[config.mk]
export PLATFORM = sky130hd
export DESIGN_NAME = act_zeroexpand_flat
export DESIGN_NICKNAME = d
export VERILOG_FILES = /design/src/rtl/act_zeroexpand_if.sv /design/src/rtl/act_zeroexpand.sv /design/src/flat_wrapper.sv
export SDC_FILE = /design/constraint.sdc
export NUM_CORES = 1
export LEC_CHECK = 0
export BUFFER_PORTS_ARGS = -buffer_cell sky130_fd_sc_hd__buf_2
export CAP_MARGIN = 20
export CORE_MARGIN = 3
export CORE_UTILIZATION = 40
export CTS_CLUSTER_DIAMETER = 30
export DETAILED_ROUTE_END_ITERATION = 7
export GPL_TIMING_DRIVEN = 0
export HOLD_SLACK_MARGIN = 0.15
export SLEW_MARGIN = 40
export SYNTH_ARGS = -nofsm -noshare
export SYNTH_HDL_FRONTEND = slang
export SYNTH_SLANG_ARGS = --single-unit
[constraint.sdc]
create_clock -name clk -period 33.2 [get_ports clk]
set_clock_uncertainty 0.05 [all_clocks]
set_input_delay 1.66 -clock clk [delete_from_list [all_inputs] [get_ports clk]]
set_output_delay 1.66 -clock clk [all_outputs]
set_load 0.02 [all_outputs]
[src/rtl/act_zeroexpand_if.sv]
// Stream bundle for the zero-skip decoder: mask stream, packed non-zero stream, dense output.
// The master side feeds mask/data and consumes the dense group; the slave side is the decoder.
interface act_zeroexpand_if #(
    parameter int GROUP_SIZE = 32,
    parameter int NZ_LANES   = 8,
    parameter int DATA_W     = 8
);
    logic                           znz_valid;
    logic                           znz_ready;
    logic [GROUP_SIZE-1:0]          znz_din;
    logic                           nz_valid;
    logic                           nz_ready;
    logic [NZ_LANES*DATA_W-1:0]     nz_din;
    logic                           act_valid;
    logic                           act_ready;
    logic [GROUP_SIZE*DATA_W-1:0]   act_dout;

    modport master (
        output znz_valid, znz_din, nz_valid, nz_din, act_ready,
        input  znz_ready, nz_ready, act_valid, act_dout
    );

    modport slave (
        input  znz_valid, znz_din, nz_valid, nz_din, act_ready,
        output znz_ready, nz_ready, act_valid, act_dout
    );
endinterface

[src/rtl/act_zeroexpand.sv]
// Zero-skip decoder: scatters packed non-zero values back into their dense lanes using
// the group's znz mask. One group in flight, handshakes decoded from state only.
module act_zeroexpand #(
    parameter int GROUP_SIZE = 32,
    parameter int NZ_LANES   = 8,
    parameter int DATA_W     = 8
) (
    input  logic           clk,
    input  logic           rst,
    act_zeroexpand_if.slave bus
);
    localparam int CNT_W = $clog2(GROUP_SIZE + 1);
    localparam int IDX_W = (NZ_LANES > 1) ? $clog2(NZ_LANES) : 1;

    localparam logic [1:0] ST_MASK = 2'd0;
    localparam logic [1:0] ST_DATA = 2'd1;
    localparam logic [1:0] ST_OUT  = 2'd2;

    logic [1:0]                   state;
    logic [GROUP_SIZE-1:0]        mask_q;
    logic [CNT_W-1:0]             need_q;
    logic [CNT_W-1:0]             consumed_q;
    logic [GROUP_SIZE*DATA_W-1:0] buf_q;

    logic [CNT_W-1:0]             mask_pop;
    logic [GROUP_SIZE-1:0]        lane_hit;
    logic [IDX_W-1:0]             lane_sel [GROUP_SIZE];
    logic [CNT_W:0]               consumed_sum;
    logic [CNT_W-1:0]             consumed_next;

    assign bus.znz_ready = (state == ST_MASK) && !rst;
    assign bus.nz_ready  = (state == ST_DATA) && !rst;
    assign bus.act_valid = (state == ST_OUT);
    assign bus.act_dout  = buf_q;

    always_comb begin
        mask_pop = '0;
        for (int i = 0; i < GROUP_SIZE; i++) begin
            mask_pop = mask_pop + CNT_W'(bus.znz_din[i]);
        end
    end

    // Rank of lane p is the count of non-zero lanes below it; a lane is filled by the
    // current beat when its rank falls inside the window starting at consumed_q.
    always_comb begin
        logic [CNT_W-1:0] run;
        logic [CNT_W-1:0] offset;
        run      = '0;
        offset   = '0;
        lane_hit = '0;
        for (int p = 0; p < GROUP_SIZE; p++) begin
            offset      = run - consumed_q;
            lane_hit[p] = mask_q[p] && (run >= consumed_q) && (offset < CNT_W'(NZ_LANES));
            lane_sel[p] = offset[IDX_W-1:0];
            run         = run + CNT_W'(mask_q[p]);
        end
    end

    always_comb begin
        consumed_sum  = {1'b0, consumed_q} + (CNT_W+1)'(NZ_LANES);
        consumed_next = (consumed_sum >= (CNT_W+1)'(GROUP_SIZE)) ? CNT_W'(GROUP_SIZE)
                                                                  : consumed_sum[CNT_W-1:0];
    end

    // Buffer is cleared on every mask handshake so masked-off lanes never carry stale data.
    always_ff @(posedge clk or posedge rst) begin
        if (rst) begin
            state      <= ST_MASK;
            mask_q     <= '0;
            need_q     <= '0;
            consumed_q <= '0;
            buf_q      <= '0;
        end else begin
            case (state)
                ST_MASK: begin
                    if (bus.znz_valid) begin
                        mask_q     <= bus.znz_din;
                        need_q     <= mask_pop;
                        consumed_q <= '0;
                        buf_q      <= '0;
                        state      <= (mask_pop == '0) ? ST_OUT : ST_DATA;
                    end
                end
                ST_DATA: begin
                    if (bus.nz_valid) begin
                        for (int p = 0; p < GROUP_SIZE; p++) begin
                            if (lane_hit[p]) begin
                                buf_q[p*DATA_W +: DATA_W] <= bus.nz_din[lane_sel[p]*DATA_W +: DATA_W];
                            end
                        end
                        consumed_q <= consumed_next;
                        if (consumed_next >= need_q) begin
                            state <= ST_OUT;
                        end
                    end
                end
                ST_OUT: begin
                    if (bus.act_ready) begin
                        state <= ST_MASK;
                    end
                end
                default: state <= ST_MASK;
            endcase
        end
    end
endmodule

[src/flat_wrapper.sv]
// flat-port wrapper written by rule: the top's interface ports become plain ports
module act_zeroexpand_flat 
#(
    parameter int GROUP_SIZE = 32,
    parameter int NZ_LANES   = 8,
    parameter int DATA_W     = 8
)
  (clk, rst, bus_znz_valid, bus_znz_din, bus_nz_valid, bus_nz_din, bus_act_ready, bus_znz_ready, bus_nz_ready, bus_act_valid, bus_act_dout);
  act_zeroexpand_if #(.GROUP_SIZE(GROUP_SIZE), .NZ_LANES(NZ_LANES), .DATA_W(DATA_W)) bus_i ();
  input  logic clk;
  input  logic rst;
  input wire logic [$bits(bus_i.znz_valid)-1:0] bus_znz_valid;
  input wire logic [$bits(bus_i.znz_din)-1:0] bus_znz_din;
  input wire logic [$bits(bus_i.nz_valid)-1:0] bus_nz_valid;
  input wire logic [$bits(bus_i.nz_din)-1:0] bus_nz_din;
  input wire logic [$bits(bus_i.act_ready)-1:0] bus_act_ready;
  output wire logic [$bits(bus_i.znz_ready)-1:0] bus_znz_ready;
  output wire logic [$bits(bus_i.nz_ready)-1:0] bus_nz_ready;
  output wire logic [$bits(bus_i.act_valid)-1:0] bus_act_valid;
  output wire logic [$bits(bus_i.act_dout)-1:0] bus_act_dout;
  assign bus_i.znz_valid = bus_znz_valid;
  assign bus_i.znz_din = bus_znz_din;
  assign bus_i.nz_valid = bus_nz_valid;
  assign bus_i.nz_din = bus_nz_din;
  assign bus_i.act_ready = bus_act_ready;
  assign bus_znz_ready = bus_i.znz_ready;
  assign bus_nz_ready = bus_i.nz_ready;
  assign bus_act_valid = bus_i.act_valid;
  assign bus_act_dout = bus_i.act_dout;
  act_zeroexpand #(.GROUP_SIZE(GROUP_SIZE), .NZ_LANES(NZ_LANES), .DATA_W(DATA_W)) u_core (.clk(clk), .rst(rst), .bus(bus_i));
endmodule
==> results of run 1 <==
-- stage by stage --
stage               worst slack (ns)  hold slack (ns)  instance area, um2
floorplan                      19.47            0.400               37600
global route                   16.88            0.455               44200
finish                         17.42            0.419               44200
CTS                            17.51            0.424               44100
global placement               17.18            0.408               41000
detailed placement             17.52            0.416               41400
-- how the worst max path moves through the flow --
stage	startpoint	endpoint	slack, ns	cells after the start
2_1_floorplan	u_core.mask_q[0]$_DFFE_PP0P_	u_core.bus.act_dout[248]$_DFFE_PP0P_	19.47	41
3_3_place_gp	u_core.mask_q[0]$_DFFE_PP0P_	u_core.bus.act_dout[248]$_DFFE_PP0P_	17.18	42
3_5_place_dp	u_core.mask_q[0]$_DFFE_PP0P_	u_core.bus.act_dout[254]$_DFFE_PP0P_	17.52	42
4_1_cts	u_core.mask_q[0]$_DFFE_PP0P_	u_core.bus.act_dout[254]$_DFFE_PP0P_	17.51	42
5_1_grt	u_core.mask_q[0]$_DFFE_PP0P_	u_core.bus.act_dout[254]$_DFFE_PP0P_	16.88	41
6_report	u_core.mask_q[0]$_DFFE_PP0P_	u_core.bus.act_dout[255]$_DFFE_PP0P_	17.42	38
-- area by class of cell --
type,instances,area share
diodes,5,0.000283
repair buffers,368,0.0456
well taps,1243,0.0352
flip-flops and latches,302,0.171
plain buffers,376,0.0332
clock buffers,96,0.0470
multi-input cells,2686,0.639
clock inverters,43,0.0143
inverters,161,0.0141
-- tightest hold or removal path: stages, from the launching register on --
cell and delay, ns:
dfrtp_1 0.33, nand2_1 0.05, o31ai_1 0.06
-- kinds of logic (layout without fill, tap and decap cells) --
kind of cell	after synthesis	in the layout	synth area share
mux	798	798	0.388
other cells	1	6	0.0000996
simple gates	812	812	0.0948
xor+xnor	187	187	0.0552
flops	302	302	0.201
buf+inv	537	1044	0.0538
fa+ha+maj	306	306	0.113
compound gates	582	582	0.0947
-- flip-flops by register name (all words and copies together), names as in the netlist --
name,flops
u_core.bus.act_dout,256
u_core.mask_q,32
u_core.need_q,6
u_core.state,2
u_core.consumed_q,6
-- cells in the final DEF (no fill, tap or decap), drive strengths merged, types with 7 or more instances in the layout --
master	count
and2	11
nand2	546
o21a	23
a21o	18
mux2i	68
xnor2	81
nor2	37
bufinv	11
nor3	33
o211ai	20
a21boi	7
nand3	39
clkbuf	442
ha	248
xor2	87
mux2	226
o2111ai	24
o31ai	65
a21oi	280
nand2b	27
fa	56
o21ai	82
o41ai	14
a31oi	7
o221ai	22
and3	15
mux4	504
buf	398
nor2b	73
clkinv	24
inv	163
xnor3	16
dfrtp	302
-- layer usage --
metal  GRT usage  wire (um)  vias up
met3       0.126      23900      709
li1            -          -    14100
met4       0.158      10400       12
met1       0.432      62000    17300
met5     0.00840        126        -
met2       0.486      69800     2877
-- synthesized netlist by cell type (all sizes together), types with 68 or more instances --
library cell	count
nand2	546
mux4	504
clkbuf	322
dfrtp	302
a21oi	280
ha	248
mux2	226
inv	161
xor2	87
o21ai	82
xnor2	81
nor2b	73
mux2i	68
==> run_results.csv, run 1 <==
group,metric,value,unit
status,status,"finished, final reports clean",
yosys,synth.area.top_cells,"mux4_2 (30%), dfrtp_1 (20%), ha_1 (8.2%), mux2_2 (6.8%), nand2_1 (5.4%)",
drt,dr.pass1.iters,7,
sta,maxSlewViolCount,0,
sta,final-hold-violation-count,0,
drt,ant_nets,0,
hold_path,hp-class,"register to register",
drt,viasPerCell,6.63,
yosys,synth_top_area_share,0.302,
setup_path,crit_arrival,16.29,ns
clocking,cts_hold_buf,0,
clocking,clockBufferDepth,3,
yosys,synth_edf_count,0,
sta,rsz0062_at_grt,"no",
clocking,cts_root_buffer,"clkbuf_16",
run,drv_cap,0,
setup_path,crit_top_cell,"ha_1",
drt,vias,35000,
setup_path,crit_family,"adder cells",
finish,drive_above_1_share,0.334,
floorplan,die-area,97800,um2
yosys,synth_cell_type_count,74,
hold_path,min_to,"u_core.bus.act_dout[9]$_DFFE_PP0P_",
finish,syn_to_final_growth,17.5,%
setup_path,r2r_cells,38,
global_routing,grt_remaining_overflow,0,
drt,wirelength,166000,um
clocking,post_cts_resized,0,
yosys,synthCells,3525,
setup_path,cp.required,33.71,ns
sta,setup_tns,0,ns
drt,drc_errors,0,
clocking,cts_made_buffers,76,
sta,finalCriticalPeriod,15.78,ns
finish,multiInputGateArea,28300,um2
sta,setup_viol,0,
yosys,synth_area,37600,um2
setup_path,end_kind,"register",
floorplan,std_cell_rows,111,
yosys,async_reset_ff_frac,1.00,
yosys,synth_area_leader_cell,"mux4_2",
place,place.gp.congestion,1.03,
drt,initialDrtViolationCount,5185,
place,hpwl,127000,um
finish,seqCellArea,7560,um2
setup_path,setup.worst_path.start_class,"register",
place,port_buffers,359,
finish,num-fill-cells,8758,
clocking,clock_latency,0.62,ns
yosys,yosys_warnings,0,
global_routing,grt_pass1_wl,238000,um
floorplan,ioPinCount,360,
clocking,cts_tree,"yes",
place,place_inst,5136,
sta,worstMarginPinSlew,0.940,ns
finish,final_cells,5280,
setup_path,reg2reg_from,"u_core.mask_q[0]$_DFFE_PP0P_",
global_routing,grt_usage,0.332,
floorplan,die_x,313,um
floorplan,coreArea,92500,um2
yosys,mappedNetlistNets,3930,
drt,wl_per_cell,31.5,um
yosys,ys_seq_area_frac,0.201,
global_routing,grt_max_degree,80,
floorplan,fp.dieH,313,um
floorplan,start_util,0.407,
setup_path,crit_fanout,10,
clocking,cts.clk_slew.worst_paths,0.04,ns
setup_path,critical-path-slowest-cell,"fa_1",
sta,relSlewSlack,0.374,
yosys,synth_ff_type,"dfrtp_1",
hold_path,hold_path.startpoint,"u_core.bus.act_dout[9]$_DFFE_PP0P_",
finish,nNetsFinal,4376,
setup_path,crit_type,"register to register",
setup_path,cp_slowest_stage_delay,0.67,ns
sta,max_freq,63.4,MHz
global_routing,grt_pass1_vias,33700,
hold_path,min_path_cells,2,
yosys,synth_area_per_cell,10.7,um2
sta,period_share,0.475,
clocking,cts.sinks,302,
clocking,htreeDepth,3,
setup_path,worst-path-buf-inv,3,
setup_path,r2r-end,"u_core.bus.act_dout[255]$_DFFE_PP0P_",
setup_path,reg2reg_setup_slack,17.42,ns
yosys,ys_ff_latch,302,
clocking,cts_setup_buffers,0,
finish,final_core_util,0.478,
global_routing,antenna_found_initial,12,
Power of run 1 is left out: the tool's default activity adds up to more than one toggle a clock period on the data nets, which glitch-free logic cannot reach.
==> run 2: changes to the inputs <==
==> constraint.sdc (replaced) <==
create_clock -name clk -period 12.95 [get_ports clk]
set_clock_uncertainty 0.05 [all_clocks]
set_input_delay 0.6475 -clock clk [delete_from_list [all_inputs] [get_ports clk]]
set_output_delay 0.6475 -clock clk [all_outputs]
set_load 0.02 [all_outputs]
==> run_results.csv, run 2 (same netlist as run 1, synthesis figures left out) <==
group,metric,value,unit
setup_path,crit_type,"register to register",
drt,initialDrtViolationCount,4937,
sta,period_share,0.976,
floorplan,die-area,97800,um2
drt,dr.pass1.iters,6,
setup_path,end_kind,"register",
global_routing,grt_pass1_vias,34100,
setup_path,cp.required,13.41,ns
sta,setup_viol,0,
floorplan,ioPinCount,360,
finish,final_common_cell,"nand2_1",
finish,final_cell_mix,"nand2_1 (546), mux4_2 (504), buf_2 (374)",
finish,final_core_util,0.484,
clocking,htreeDepth,3,
global_routing,grt_remaining_overflow,0,
floorplan,fp.dieH,313,um
run,drv_cap,0,
drt,ant_nets,0,
hold_path,hp-class,"input pin to register",
sta,rsz0062_at_grt,"no",
global_routing,grt_pass1_wl,240000,um
place,place.gp.congestion,1.04,
floorplan,die_x,313,um
floorplan,coreArea,92500,um2
setup_path,crit_arrival,13.09,ns
global_routing,met3_usage,0.143,
clocking,cts.clk_slew.worst_paths,0.05,ns
setup_path,crit_fanout,10,
sta,final-hold-violation-count,0,
global_routing,grt_max_degree,79,
finish,drive_above_1_share,0.351,
sta,relSlewSlack,0.319,
sta,worstMarginPinSlew,1.02,ns
place,placed_area,41500,um2
clocking,clockBufferDepth,3,
setup_path,critical-path-slowest-cell,"fa_1",
global_routing,grt_usage,0.335,
drt,vias,35100,
setup_path,crit_top_cell,"ha_1",
drt,wl_per_cell,31.7,um
sta,max_freq,79.1,MHz
floorplan,std_cell_rows,111,
sta,finalCriticalPeriod,12.64,ns
clocking,clock_latency,0.63,ns
clocking,cts.sinks,302,
status,status,"finished, final reports clean",
clocking,cts_made_buffers,75,
sta,setup_tns,0,ns
setup_path,cp_slowest_stage_delay,0.69,ns
global_routing,met2_usage,0.494,
global_routing,top_usage_layer,"met2",
clocking,cts_tree,"yes",
sta,maxSlewViolCount,0,
drt,viasPerCell,6.63,
drt,drc_errors,0,
setup_path,reg2reg_setup_slack,0.31,ns
place,port_buffers,359,
setup_path,setup.worst_path.start_class,"register",
global_routing,antenna_found_initial,13,
sta,hold_slack,0.238,ns
drt,wirelength,167000,um
global_routing,grt_use_met1,0.429,
floorplan,start_util,0.407,
finish,syn_to_final_growth,19.0,%
clocking,cts_root_buffer,"clkbuf_16",
finish,stdcell_area,44800,um2
finish,nNetsFinal,4390,
place,hpwl,127000,um
finish,largest_reg_flops,256,
==> run 2: per-stage QoR <==
stage / cells / setup slack, ns
global route: 5284 / 0.0177
CTS: 5273 / 0.0175
detailed placement: 5136 / -1.84
global placement: 5127 / -1.82
finish: 5288 / 0.314
floorplan: 3525 / 0.0462
==> run 2: path summary, 6_finish.rpt <==
path | from | endpoint | depth (start not counted)
max | u_core.mask_q[0]$_DFFE_PP0P_ | u_core.bus.act_dout[255]$_DFFE_PP0P_ | 38
min | bus_znz_din[22] | u_core.mask_q[22]$_DFFE_PP0P_ | 2
max reg2reg | u_core.mask_q[0]$_DFFE_PP0P_ | u_core.bus.act_dout[255]$_DFFE_PP0P_ | 38
min reg2reg | u_core.bus.act_dout[133]$_DFFE_PP0P_ | u_core.bus.act_dout[133]$_DFFE_PP0P_ | 2
max in group asynchronous | rst | u_core.bus.act_dout[199]$_DFFE_PP0P_ | 5
min in group asynchronous | rst | u_core.bus.act_dout[177]$_DFFE_PP0P_ | 3
==> run 2: timing repair <==
action	in CTS	in global routing
buffers inserted	4	11
hold buffers	1	0
pin swaps	5	9
setup endpoints to repair	72	56
hold endpoints to repair	11	0
resized for setup	39	20
==> run 2: layer usage <==
metal / wire, um / share of wire
met1: 61100 / 0.36
met2: 70100 / 0.42
met5: 102 / 0.00061
met4: 10400 / 0.062
met3: 25700 / 0.15
==> run 2: worst max-delay path, delay by kind of cell (launching register included) <==
family | cells | cell delay (ns)
buffers and inverters | 3 | 0.80
multiplexers | 2 | 0.70
flip-flops | 1 | 0.45
AO/OA/AOI/OAI | 1 | 0.17
adder cells (fa/ha/maj) | 31 | 10.25
AND/OR/NAND/NOR | 1 | 0.09
==> run 2: layout make-up <==
type	count	area, um2
fillers	8654	47700
multi-input cells	2686	28800
flip-flops and latches	302	7570
repair buffers	384	2150
clock buffers	91	2040
well taps	1243	1560
plain buffers	375	1470
inverters	161	624
clock inverters	42	577
diodes	4	10.0
Power of run 2 is left out for the same reason.
